## src/rtl/jk_state_register.sv

```systemverilog
// jk_state_register
// Sequential half of a 2-bit JK state machine. It holds q1/q0 as JK
// flip-flops and brings x1/x0 through a synchronizer. It presents the
// select word s = {q1,q0,x1_sync,x0_sync} to the external mux stage. On the
// next clock it takes back J/K and RG/RN, registers the outputs and counts
// state transitions in a saturating counter.
module jk_state_register #(
  parameter int unsigned SYNC_STAGES = 2,      // legal range 2..4
  parameter logic [1:0]  INIT_STATE  = 2'b00,
  parameter int unsigned CNT_W       = 8
) (
  input  logic             clk,
  input  logic             rst_n,
  input  logic [1:0]       x,
  input  logic             ce,
  input  logic             clr,
  input  logic             j1,
  input  logic             k1,
  input  logic             j0,
  input  logic             k0,
  input  logic             rg_in,
  input  logic             rn_in,
  output logic [3:0]       s,
  output logic [1:0]       q,
  output logic             rg,
  output logic             rn,
  output logic             state_chg,
  output logic [CNT_W-1:0] trans_cnt
);

  localparam logic [CNT_W-1:0] CNT_MAX = '1;

  // Synchronizer chain. Element 0 is the first stage and
  // element SYNC_STAGES-1 is the synchronized output.
  logic [SYNC_STAGES-1:0][1:0] sync_q, sync_d;

  logic [1:0]       q_q, q_d;
  logic             rg_q, rg_d;
  logic             rn_q, rn_d;
  logic             state_chg_q, state_chg_d;
  logic [CNT_W-1:0] trans_cnt_q, trans_cnt_d;

  // Next value of one JK flip-flop bit.
  function automatic logic jk_next(input logic cur, input logic j, input logic k);
    case ({j, k})
      2'b00:   return cur;
      2'b01:   return 1'b0;
      2'b10:   return 1'b1;
      default: return ~cur;
    endcase
  endfunction

  // Synchronizer shift runs every cycle. It ignores ce and clr.
  always_comb begin
    sync_d = {sync_q[SYNC_STAGES-2:0], x};
  end

  // Next state, registered mux results and transition bookkeeping.
  always_comb begin
    // NOTE: every signal gets a default before any branch so no path leaves one unassigned and infers a latch.
    q_d         = q_q;
    rg_d        = rg_q;
    rn_d        = rn_q;
    state_chg_d = 1'b0;
    trans_cnt_d = trans_cnt_q;

    if (clr) begin
      // clr wins over ce and over any JK action on the same edge.
      q_d         = INIT_STATE;
      rg_d        = 1'b0;
      rn_d        = 1'b0;
      trans_cnt_d = '0;
    end else if (ce) begin
      q_d  = {jk_next(q_q[1], j1, k1), jk_next(q_q[0], j0, k0)};
      rg_d = rg_in;
      rn_d = rn_in;
      // A change in both bits on one edge counts as one transition.
      if (q_d != q_q) begin
        state_chg_d = 1'b1;
        if (trans_cnt_q != CNT_MAX) begin
          trans_cnt_d = trans_cnt_q + CNT_W'(1);
        end
      end
    end
  end

  // State and output registers. Reset is asynchronous and clears everything,
  // including a partially synchronized x value.
  always_ff @(posedge clk or negedge rst_n) begin
    if (!rst_n) begin
      sync_q      <= '0;
      q_q         <= INIT_STATE;
      rg_q        <= 1'b0;
      rn_q        <= 1'b0;
      state_chg_q <= 1'b0;
      trans_cnt_q <= '0;
    end else begin
      // NOTE: non-blocking assignments make every flop sample pre-edge values, as real hardware does.
      sync_q      <= sync_d;
      q_q         <= q_d;
      rg_q        <= rg_d;
      rn_q        <= rn_d;
      state_chg_q <= state_chg_d;
      trans_cnt_q <= trans_cnt_d;
    end
  end

  // s is a plain concatenation of registers, with no logic in the path.
  assign s         = {q_q, sync_q[SYNC_STAGES-1]};
  assign q         = q_q;
  assign rg        = rg_q;
  assign rn        = rn_q;
  assign state_chg = state_chg_q;
  assign trans_cnt = trans_cnt_q;

endmodule

```

## config.mk

```make
export PLATFORM = sky130hd
export DESIGN_NAME = jk_state_register
export DESIGN_NICKNAME = d
export VERILOG_FILES = /design/src/rtl/jk_state_register.sv
export SDC_FILE = /design/constraint.sdc
export NUM_CORES = 1
export LEC_CHECK = 0
export ABC_AREA = 1
export ABC_CLOCK_PERIOD_IN_PS = 1600
export BUFFER_PORTS_ARGS = -buffer_cell sky130_fd_sc_hd__buf_2
export CAP_MARGIN = 20
export CORE_MARGIN = 2
export CORE_UTILIZATION = 40
export CTS_BUF_LIST = sky130_fd_sc_hd__clkbuf_4 sky130_fd_sc_hd__clkbuf_8
export CTS_CLUSTER_SIZE = 30
export DETAILED_ROUTE_END_ITERATION = 6
export PLACE_DENSITY = 0.65
export SLEW_MARGIN = 5
export SYNTH_ARGS = -nofsm -noshare
export SYNTH_HDL_FRONTEND = slang
export SYNTH_SLANG_ARGS = --single-unit
```

## constraint.sdc

```tcl
create_clock -name clk -period 1.6 [get_ports clk]
set_clock_uncertainty 0.05 [all_clocks]
set_input_delay 0 -clock clk [delete_from_list [all_inputs] [get_ports clk]]
set_output_delay 0 -clock clk [all_outputs]
set_load 0.005 [all_outputs]
```

==> Implementation_results.wiki, run 1 <==
{| class="wikitable"
! Metric !! Value
|-
| Outcome || finished clean
|-
| Detailed Route WL || 1990 µm
|-
| Crit end category || flop
|-
| Global-route usage over all layers || 0.176
|-
| Number of maximum-capacitance constraint violations || 0
|-
| Pin count of the biggest net entering global routing || 18
|-
| Nets@finish || 170
|-
| Final hold slack || 0.0867 ns
|-
| Number of pins exceeding their max-slew limit in the final report || 0
|-
| Setup TNS || 0 ns
|-
| Dominant cells by area after synthesis || dfrtp_1, nand2_1, nand3_1
|-
| Drt drc || 0
|-
| Number of design-rule violations left by the first detailed-router iteration || 19
|-
| Max VDD drop || 0.467 mV
|-
| Antenna diode instance count || 0
|-
| Standard cell core area || 2190 µm²
|-
| Most prevalent standard cell on the critical path || dlygate4sd3_1
|-
| Overall Power || 0.858 mW
|-
| Most frequent cells in the layout || nand2_1, buf_2, dfrtp_1, nand3_1
|-
| Initial Util || 0.417
|-
| Vias per cell || 4.52
|-
| Required time of the critical path || 1.74 ns
|-
| Worst reg2reg endpoint || q[0]
|-
| Maximum cell stage delay along the critical path || 0.55 ns
|-
| Number of buffers created by CTS || 3
|-
| Number of nets in the synthesized netlist || 126
|-
| Number of routed nets with antenna violations || 0
|-
| Worst slew pin tran || 0.378 ns
|-
| Worst path cell trace || dlygate4sd3_1, buf_2, inv_2, nand2_1, a21oi_1, a211oi_1, dlygate4sd3_1
|-
| Worst setup slack for register-to-register paths || 0.12 ns
|-
| Total I/O pin count || 29
|-
| Number of hold violations in the final report || 0
|-
| Setup repair after global routing missed its margin || no
|-
| Wire length per cell || 10.8 µm
|-
| Share of post-route cells with drive strength above 1 || 0.282
|-
| Iteration count of the initial detailed-routing pass || 4
|-
| Proportion of netlist area held by the largest area contributor || 0.466
|-
| Reg2Reg Launch Point || q[0]
|-
| Synth-to-Final Area Change || 36.4%
|-
| Die W || 51.8 µm
|-
| Highest Clock Rate || 678 MHz
|-
| Mapped Avg Cell Area || 8.08 µm²
|-
| Area of the die || 2680 µm²
|-
| Chip height || 51.8 µm
|-
| Final setup fails || 0
|-
| Number of I/O port buffers || 28
|-
| Synthesized flop and latch total || 17
|-
| Nature of the critical path startpoint || primary input
|-
| Cell type with the largest total area after synthesis || dfrtp_1
|-
| Most common cell after layout, fill and taps aside || nand2_1
|-
| Part of the cycle the worst path needs || 0.922
|-
| Leftover overflow at the end of global routing || 0
|-
| Clock net sink count || 17
|-
| Sequential share of the synthesized area || 0.466
|-
| Warnings from Yosys || 0
|-
| Clock tree root buffer cell || clkbuf_4
|-
| Worst Path Arrival || 1.62 ns
|-
| Clock edge transition at the registers on the reported setup and hold paths || 0.10 ns
|-
| Via count || 831
|-
| Mapped Area || 913 µm²
|-
| Worst setup path startpoint || ce
|-
| Synthesized netlist cell count || 113
|-
| Min-Delay Path Class || in -> async
|-
| Capture point of the critical path || q[0]
|-
| Final period demand of the worst path || 1.48 ns
|-
| Critical path class || in -> reg
|-
| Leakage Power || 0.672 nW
|-
| Maximum clock path buffer count || 2
|-
| H-tree levels || 1
|-
| Routability-driven placement congestion ratio || 0.793
|-
| Row count || 17
|-
| Clock Latency Late Sink || 0.30 ns
|-
| Estimated wirelength of the detail-placed design || 1360 µm
|-
| Initial antenna violation count || 0
|-
| Count of unique library cells instantiated by Yosys || 23
|-
| Global-route wire length before repair || 3410 µm
|-
| Number of global-route vias before repair || 787
|-
| Logic depth of the worst register-to-register path || 4
|-
| Library cell contributing the largest single delay on the critical path || dlygate4sd3_1
|-
| Worst Path Max Fanout || 6
|-
| Max-slew headroom || 0.748
|-
| Pwr dens || 689 nW/µm²
|-
| TritonCTS clock tree || built
|}
==> through the flow <==
stage / cells / instance area [µm²] / setup WS (ns) / utilization
final: 184 / 1250 / 0.125 / 0.569
after global routing: 184 / 1250 / 0.0149 / 0.569
after CTS: 181 / 1210 / 0.0183 / 0.551
after detailed placement: 165 / 1060 / 0.206 / 0.483
after global placement: 165 / 1060 / 0.236 / 0.483
after floorplan: 113 / 913 / 0.305 / -
==> power breakdown <==
part / leakage, nW / internal (mW) / switching (mW)
combinational: 0.430 / 0.0711 / 0.0762
clock: 0.0184 / 0.114 / 0.134
sequential: 0.223 / 0.448 / 0.0147
==> flip-flops by register name (all words and copies together), names as in the netlist <==
signal / cells
sync_d: 2
rg: 1
s: 2
trans_cnt: 8
q: 2
rn: 1
state_chg: 1
==> routing by layer <==
| layer | part of all wire | wire length, µm | global-route usage |
|---|---|---|---|
| met4 | 0.021 | 42 | 0.0921 |
| met5 | 0 | 0 | 0 |
| met1 | 0.49 | 972 | 0.238 |
| met3 | 0.030 | 59 | 0.0259 |
| met2 | 0.46 | 915 | 0.271 |
==> cell type report <==
cell class,instances,area [µm²]
fill,203,945
sequential,17,425
multi-input combinational,80,409
timing repair buffer,43,289
inverter,12,57.6
tap,28,35.0
clock buffer,4,30.0
==> how the worst min path moves through the flow <==
stage	start	endpoint	slack (ns)
2_1_floorplan	rst_n	q[0]	-0.35
6_report	rst_n	trans_cnt[2]	0.09
3_3_place_gp	rst_n	sync_d[2]	-0.11
4_1_cts	rst_n	q[0]	0.10
3_5_place_dp	rst_n	s[0]	-0.10
5_1_grt	rst_n	trans_cnt[2]	0.12
==> critical path, delay by kind of cell <==
| family | cells | cell delay [ns] |
|---|---|---|
| buf+inv | 4 | 1.36 |
| compound gates | 2 | 0.17 |
| simple gates | 1 | 0.08 |
==> cell families after synthesis <==
kind of cell,Yosys count,share of synthesized area
AOI/OAI and AO/OA,6,0.0356
DFF,17,0.466
buffers and inverters,16,0.0863
adders and majority gates,1,0.0137
xor gates and xnor gates,3,0.0288
and+or+nand+nor,70,0.370
==> cell usage after synthesis <==
| master | count |
|---|---|
| nand2_1 | 33 |
| dfrtp_1 | 17 |
| nand3_1 | 15 |
| nor2_1 | 12 |
| inv_1 | 9 |
| a21oi_1 | 3 |
| buf_4 | 2 |
| inv_2 | 2 |
| nand2_4 | 2 |
| nand4_1 | 2 |
| nor2_4 | 2 |
| o21ai_0 | 2 |
| xnor2_1 | 2 |
| a211oi_1 | 1 |
| buf_2 | 1 |
| buf_6 | 1 |
| ha_1 | 1 |
| inv_4 | 1 |
| nand2_2 | 1 |
| nand3_4 | 1 |
| nor3_1 | 1 |
| nor3b_1 | 1 |
| xor2_1 | 1 |
==> timing repair <==
| item | 4_1_cts | 5_1_grt |
|---|---|---|
| setup buffers | 0 | 3 |
| resized for setup | 0 | 6 |
| endpoints found under the hold margin | 24 | 0 |
| hold buffers | 12 | 0 |
| setup endpoints to repair | 0 | 2 |
No activity file was read; power rests on OpenSTA's default activity.
==> run 2: changes to the inputs <==
- RECOVER_POWER: not set -> 50
- REMOVE_ABC_BUFFERS: not set -> 1
==> run 2 against run 1 <==
Net effect:
- sequential power hardly changed
- die area did not move
- first-iteration DRC count fell by 53%
- design area fell by 2.8%
- largest cell class unchanged
- via count up 2.0%
==> Implementation_results.wiki, run 2 (synthesis gave the netlist of run 1 again) <==
{| class="wikitable"
! Metric !! Value
|-
| Setup slack of the critical path after layout || 0.0513 ns (was 0.125 ns)
|-
| Die W || 51.8 µm (unchanged)
|-
| Setup repair after global routing missed its margin || yes (was no)
|-
| Number of flip-flops under the largest register name || 8 (unchanged)
|-
| Count of placed standard cells including taps || 165 (unchanged)
|-
| Final setup fails || 0 (unchanged)
|-
| Iteration count of the initial detailed-routing pass || 5 (was 4)
|-
| Number of hold violations in the final report || 0 (unchanged)
|-
| Worst path cell trace || dlygate4sd3_1, clkbuf_4, inv_8, nand2_1, a21oi_1, a211oi_1, dlygate4sd3_1 (was dlygate4sd3_1, buf_2, inv_2, nand2_1, a21oi_1, a211oi_1, dlygate4sd3_1)
|-
| Max-slew headroom || 0.404 (was 0.748)
|-
| Sequential power share || 0.556 (was 0.539)
|-
| Outcome || finished clean (unchanged)
|-
| Library cell contributing the largest single delay on the critical path || dlygate4sd3_1 (unchanged)
|-
| Pin count of the biggest net entering global routing || 18 (unchanged)
|-
| Fraction of power consumed by combinational cells || 0.167 (was 0.172)
|-
| Non-filler instance count after layout || 181 (was 184)
|-
| Clock net sink count || 17 (unchanged)
|-
| Net load switching power || 0.227 mW (was 0.225 mW)
|-
| Row count || 17 (unchanged)
|-
| Routability-driven placement congestion ratio || 0.792 (was 0.793)
|-
| Area of the die || 2680 µm² (unchanged)
|-
| Number of routed nets with antenna violations || 0 (unchanged)
|-
| Worst Path Max Fanout || 17 (was 6)
|-
| Highest Clock Rate || 646 MHz (was 678 MHz)
|-
| GR Util met2 || 0.293 (was 0.271)
|-
| M3 GR Usage || 0.0259 (unchanged)
|-
| Maximum clock path buffer count || 2 (unchanged)
|-
| Vias per cell || 4.69 (was 4.52)
|-
| Number of buffers created by CTS || 3 (unchanged)
|-
| Synth-to-Final Area Change || 32.6% (was 36.4%)
|-
| Clock tree root buffer cell || clkbuf_4 (unchanged)
|-
| Global-route usage over all layers || 0.179 (was 0.176)
|-
| Number of maximum-capacitance constraint violations || 0 (unchanged)
|-
| Pwr dens || 688 nW/µm² (was 689 nW/µm²)
|-
| TritonCTS clock tree || built (unchanged)
|-
| Most common cell after layout, fill and taps aside || nand2_1 (unchanged)
|-
| Estimated wirelength of the detail-placed design || 1390 µm (was 1360 µm)
|-
| Cell-internal power || 0.606 mW (was 0.633 mW)
|-
| Clock Latency Late Sink || 0.29 ns (was 0.30 ns)
|-
| Leakage Power || 0.651 nW (was 0.672 nW)
|-
| Antenna diode instance count || 0 (unchanged)
|-
| H-tree levels || 1 (unchanged)
|-
| Min-Delay Path Class || in -> reg (was in -> async)
|-
| Number of global-route vias before repair || 836 (was 787)
|-
| Required time of the critical path || 1.73 ns (was 1.74 ns)
|-
| Portion of total power attributed to the clock network || 0.277 (was 0.290)
|-
| Part of the cycle the worst path needs || 0.968 (was 0.922)
|-
| Area of all placed cells without fillers || 1210 µm² (was 1250 µm²)
|-
| End-of-flow core utilization || 0.553 (was 0.569)
|-
| Initial Util || 0.417 (unchanged)
|-
| Most frequent cells in the layout || nand2_1, buf_2, dfrtp_1, nand3_1 (unchanged)
|-
| Nets@finish || 167 (was 170)
|-
| Standard cell core area || 2190 µm² (unchanged)
|-
| Detailed Route WL || 1940 µm (was 1990 µm)
|-
| Wire length per cell || 10.7 µm (was 10.8 µm)
|-
| Filler cell count in the final layout || 215 (was 203)
|-
| Via count || 848 (was 831)
|-
| Clock edge transition at the registers on the reported setup and hold paths || 0.10 ns (about the same)
|-
| Net Sw Frac || 0.273 (was 0.262)
|-
| Initial antenna violation count || 0 (unchanged)
|-
| Share of post-route cells with drive strength above 1 || 0.261 (was 0.282)
|-
| Register cell area after layout || 425 µm² (unchanged)
|-
| Max VDD drop || 0.731 mV (was 0.467 mV)
|-
| Chip height || 51.8 µm (unchanged)
|-
| Layer carrying the most global-route usage || met2 (unchanged)
|-
| Maximum cell stage delay along the critical path || 0.55 ns (about the same)
|-
| Global-route wire length before repair || 3600 µm (was 3410 µm)
|-
| Multi-input combinational cell area || 409 µm² (unchanged)
|-
| Critical path class || in -> reg (unchanged)
|-
| Nature of the critical path startpoint || primary input (unchanged)
|-
| Number of design-rule violations left by the first detailed-router iteration || 9 (was 19)
|-
| Final period demand of the worst path || 1.55 ns (was 1.48 ns)
|-
| Overall Power || 0.833 mW (was 0.858 mW)
|-
| Worst-case setup slack after placement || 0.188 ns (was 0.206 ns)
|-
| Crit end category || flop (unchanged)
|-
| Leftover overflow at the end of global routing || 0 (unchanged)
|-
| Drt drc || 0 (unchanged)
|-
| Placed Area || 1060 µm² (unchanged)
|-
| Number of I/O port buffers || 28 (unchanged)
|-
| Most prevalent standard cell on the critical path || dlygate4sd3_1 (unchanged)
|-
| Worst Path Arrival || 1.68 ns (was 1.62 ns)
|-
| Met1 Usage GRT || 0.235 (was 0.238)
|-
| Total I/O pin count || 29 (unchanged)
|-
| Worst slew pin tran || 0.894 ns (was 0.378 ns)
|-
| Number of pins exceeding their max-slew limit in the final report || 0 (unchanged)
|}
run 2: final cells by class:
| type | count | area share |
|---|---|---|
| clock buffer | 3 | 0.0186 |
| clock inverter | 1 | 0.00413 |
| inverter | 12 | 0.0434 |
| multi-input combinational | 80 | 0.338 |
| sequential | 17 | 0.351 |
| tap | 28 | 0.0289 |
| timing repair buffer | 40 | 0.216 |
run 2: through the flow:
stage          setup TNS (ns)  hold WS, ns
2_1_floorplan               0       -0.346
3_3_place_gp                0       -0.108
3_5_place_dp                0       -0.103
4_1_cts                     0        0.101
5_1_grt              -0.00851        0.150
6_report                    0        0.116
run 2: final timing paths:
check	startpoint	end	slack (ns)	depth (start not counted)
setup / recovery	clr	q[0]	0.05	7
setup reg to reg	q[0]	q[0]	0.14	4
max in group asynchronous	rst_n	state_chg	0.66	2
min in group asynchronous	rst_n	sync_d[3]	0.29	2
hold reg to reg	sync_d[2]	s[0]	0.31	0
hold / removal	j0	state_chg	0.12	5
run 2: power by group through the flow:
stage	registers (mW)	clock network, mW	logic (mW)
after floorplan	0.473	0	0.0535
after global placement	0.470	0	0.113
after CTS	0.463	0.245	0.138
final	0.463	0.231	0.139
after global routing	0.466	0.261	0.157
after detailed placement	0.472	0	0.115
run 2: routing by layer:
layer	wire length, µm	share of wire	vias up
met3	77	0.040	2
li1	-	-	441
met1	899	0.46	387
met2	932	0.48	18
met5	0	0	-
met4	28	0.014	0
run 2: repair_timing:
item                                   CTS  global route
setup buffers                            0             0
hold buffers                            12             0
endpoints found under the hold margin   24             0
setup endpoints to repair                0             2
gates resized for setup                  0             3
run 2: worst max-delay path, delay by kind of cell:
kind / cells / cell delay [ns]
compound gates: 2 / 0.18
buf+inv: 4 / 1.41
simple gates: 1 / 0.08
==> run 3: changes to the inputs <==
- CTS_BUF_LIST: sky130_fd_sc_hd__clkbuf_4 sky130_fd_sc_hd__clkbuf_8 -> sky130_fd_sc_hd__clkbuf_8 sky130_fd_sc_hd__clkbuf_16
==> run 3 against run 2 <==
Net effect:
- clock-buffer cell count is the same
- clock power grew 37%
- first-iteration DRC count grew 44%
- sequential power is essentially flat
- non-clock buffer count shrank 4
- flip-flop and latch count is the same
- largest cell class unchanged
- global-route usage shrank 1.1 points
- critical path depth is the same
- sequential share of layout area grew 0.85 points
- maximum frequency grew 1.4%
- worst setup slack gained 0.021 ns
- routed wire length shrank 4.9%
==> Implementation_results.wiki, run 3 (synthesis gave the netlist of run 1 again) <==
{| class="wikitable"
! Metric !! Value
|-
| Outcome || finished clean (unchanged)
|-
| Max VDD drop || 0.674 mV (was 0.731 mV)
|-
| Area of all placed cells without fillers || 1180 µm² (was 1210 µm²)
|-
| Drt drc || 0 (unchanged)
|-
| Pin count of the biggest net entering global routing || 18 (unchanged)
|-
| Number of routed nets with antenna violations || 0 (unchanged)
|-
| Via count || 846 (was 848)
|-
| Non-filler instance count after layout || 177 (was 181)
|-
| Leakage Power || 0.643 nW (was 0.651 nW)
|-
| Wire length per cell || 10.4 µm (was 10.7 µm)
|-
| Required time of the critical path || 1.68 ns (was 1.73 ns)
|-
| Number of hold violations in the final report || 0 (unchanged)
|-
| Nets@finish || 163 (was 167)
|-
| Die W || 51.8 µm (unchanged)
|-
| Clock tree root buffer cell || clkbuf_8 (was clkbuf_4)
|-
| Estimated wirelength of the detail-placed design || 1390 µm (unchanged)
|-
| Standard cell core area || 2190 µm² (unchanged)
|-
| Chip height || 51.8 µm (unchanged)
|-
| Initial Util || 0.417 (unchanged)
|-
| Number of global-route vias before repair || 807 (was 836)
|-
| Min-Delay Path Class || in -> reg (unchanged)
|-
| Part of the cycle the worst path needs || 0.955 (was 0.968)
|-
| Routability-driven placement congestion ratio || 0.792 (unchanged)
|-
| Worst Path Arrival || 1.61 ns (was 1.68 ns)
|-
| Iteration count of the initial detailed-routing pass || 4 (was 5)
|-
| Number of maximum-capacitance constraint violations || 0 (unchanged)
|-
| Pwr dens || 768 nW/µm² (was 688 nW/µm²)
|-
| Number of pins exceeding their max-slew limit in the final report || 0 (unchanged)
|-
| Worst setup slack for register-to-register paths || 0.15 ns (was 0.14 ns)
|-
| TritonCTS clock tree || built (unchanged)
|-
| Filler cell count in the final layout || 207 (was 215)
|-
| Max-slew headroom || 0.407 (was 0.404)
|-
| Setup repair after global routing missed its margin || no (was yes)
|-
| Placed Area || 1060 µm² (unchanged)
|-
| Worst slew pin tran || 0.890 ns (was 0.894 ns)
|-
| Highest Clock Rate || 654 MHz (was 646 MHz)
|-
| Total I/O pin count || 29 (unchanged)
|-
| Number of buffers created by CTS || 3 (unchanged)
|-
| Detailed Route WL || 1840 µm (was 1940 µm)
|-
| Clock edge transition at the registers on the reported setup and hold paths || 0.07 ns (was 0.10 ns)
|-
| Global-route wire length before repair || 3440 µm (was 3600 µm)
|-
| Most frequent cells in the layout || nand2_1, buf_2, dfrtp_1, nand3_1, nor2_1 (was nand2_1, buf_2, dfrtp_1, nand3_1)
|-
| Most common cell after layout, fill and taps aside || nand2_1 (unchanged)
|-
| Number of I/O port buffers || 28 (unchanged)
|-
| Clock Latency Late Sink || 0.25 ns (was 0.29 ns)
|-
| Count of placed standard cells including taps || 165 (unchanged)
|-
| Maximum clock path buffer count || 2 (unchanged)
|-
| Share of post-route cells with drive strength above 1 || 0.268 (was 0.261)
|-
| Final period demand of the worst path || 1.53 ns (was 1.55 ns)
|-
| End-of-flow core utilization || 0.540 (was 0.553)
|-
| Antenna diode instance count || 0 (unchanged)
|-
| Logic depth of the worst register-to-register path || 4 (unchanged)
|-
| Leftover overflow at the end of global routing || 0 (unchanged)
|-
| Initial antenna violation count || 0 (unchanged)
|-
| Number of design-rule violations left by the first detailed-router iteration || 13 (was 9)
|-
| Worst path cell trace || dlygate4sd3_1, buf_2, inv_2, nand2_1, a21oi_1, a211oi_1, dlygate4sd3_1 (was dlygate4sd3_1, clkbuf_4, inv_8, nand2_1, a21oi_1, a211oi_1, dlygate4sd3_1)
|-
| Worst hold path stage count || 4 (was 5)
|-
| H-tree levels || 1 (unchanged)
|-
| Setup TNS || 0 ns (unchanged)
|-
| Worst Path Max Fanout || 6 (was 17)
|-
| Clock net sink count || 17 (unchanged)
|-
| Vias per cell || 4.78 (was 4.69)
|-
| Nature of the critical path startpoint || primary input (unchanged)
|-
| Area of the die || 2680 µm² (unchanged)
|-
| Library cell contributing the largest single delay on the critical path || dlygate4sd3_1 (unchanged)
|-
| Most prevalent standard cell on the critical path || dlygate4sd3_1 (unchanged)
|-
| Synth-to-Final Area Change || 29.5% (was 32.6%)
|-
| Critical path class || in -> reg (unchanged)
|-
| Row count || 17 (unchanged)
|-
| Global-route usage over all layers || 0.168 (was 0.179)
|-
| Final setup fails || 0 (unchanged)
|-
| Overall Power || 0.908 mW (was 0.833 mW)
|-
| CTS-repair resized insts || 0 (unchanged)
|-
| Crit end category || flop (unchanged)
|-
| Maximum cell stage delay along the critical path || 0.55 ns (about the same)
|-
| Number of flip-flops under the largest register name || 8 (unchanged)
|}
run 3: cell count changes in the layout (fill, tap and decap cells not counted):
cell,before,now
clkbuf_4,4,0
inv_8,1,0
clkbuf_8,0,3
dlygate4sd3_1,12,8
buf_2,26,27
inv_4,0,1
run 3: path summary, 6_finish.rpt:
check	from	endpoint
max reg2reg	q[0]	q[0]
min reg2reg	sync_d[2]	s[0]
min in group asynchronous	rst_n	sync_d[3]
max in group asynchronous	rst_n	state_chg
max	ce	q[0]
min	k1	q[1]
run 3: layer usage:
metal,share of wire,global-route usage,vias up
li1,-,-,431
met1,0.47,0.226,387
met2,0.47,0.278,24
met3,0.043,0.0259,4
met4,0.013,0.0570,0
met5,0,0,-
run 3: where the power goes:
group / internal (mW) / switching, mW / leakage (nW) / total (mW)
Clock: 0.173 / 0.143 / 0.0255 / 0.316
Sequential: 0.448 / 0.0150 / 0.223 / 0.463
Combinational: 0.0576 / 0.0711 / 0.395 / 0.129
Total: 0.679 / 0.229 / 0.643 / 0.908
run 3: final cells by class:
cell class	instances	area, µm²	share of cell area
Multi-Input combinational cell	80	409	0.346
Clock buffer	3	41.3	0.0349
Tap cell	28	35.0	0.0296
Inverter	12	47.5	0.0402
Timing Repair Buffer	36	219	0.185
Sequential cell	17	425	0.360
Clock inverter	1	5.00	0.00423
run 3: repair_timing:
| action | 4_1_cts | 5_1_grt |
|---|---|---|
| endpoints found under the hold margin | 23 | 0 |
| hold buffers | 8 | 0 |
| endpoints found under the setup margin | 0 | 0 |
| setup buffers | 0 | 0 |
run 3: worst max-delay path, delay by kind of cell:
family | cells | cell delay (ns)
AND/OR/NAND/NOR | 1 | 0.08
buffers and inverters | 4 | 1.34
AO/OA/AOI/OAI | 2 | 0.18
run 3: metrics by stage:
step | setup WS [ns] | hold WS [ns]
2_1_floorplan | 0.305 | -0.346
3_3_place_gp | 0.226 | -0.108
3_5_place_dp | 0.188 | -0.103
4_1_cts | 0.0831 | 0.0396
5_1_grt | 0.0194 | 0.0663
6_report | 0.0721 | 0.0437
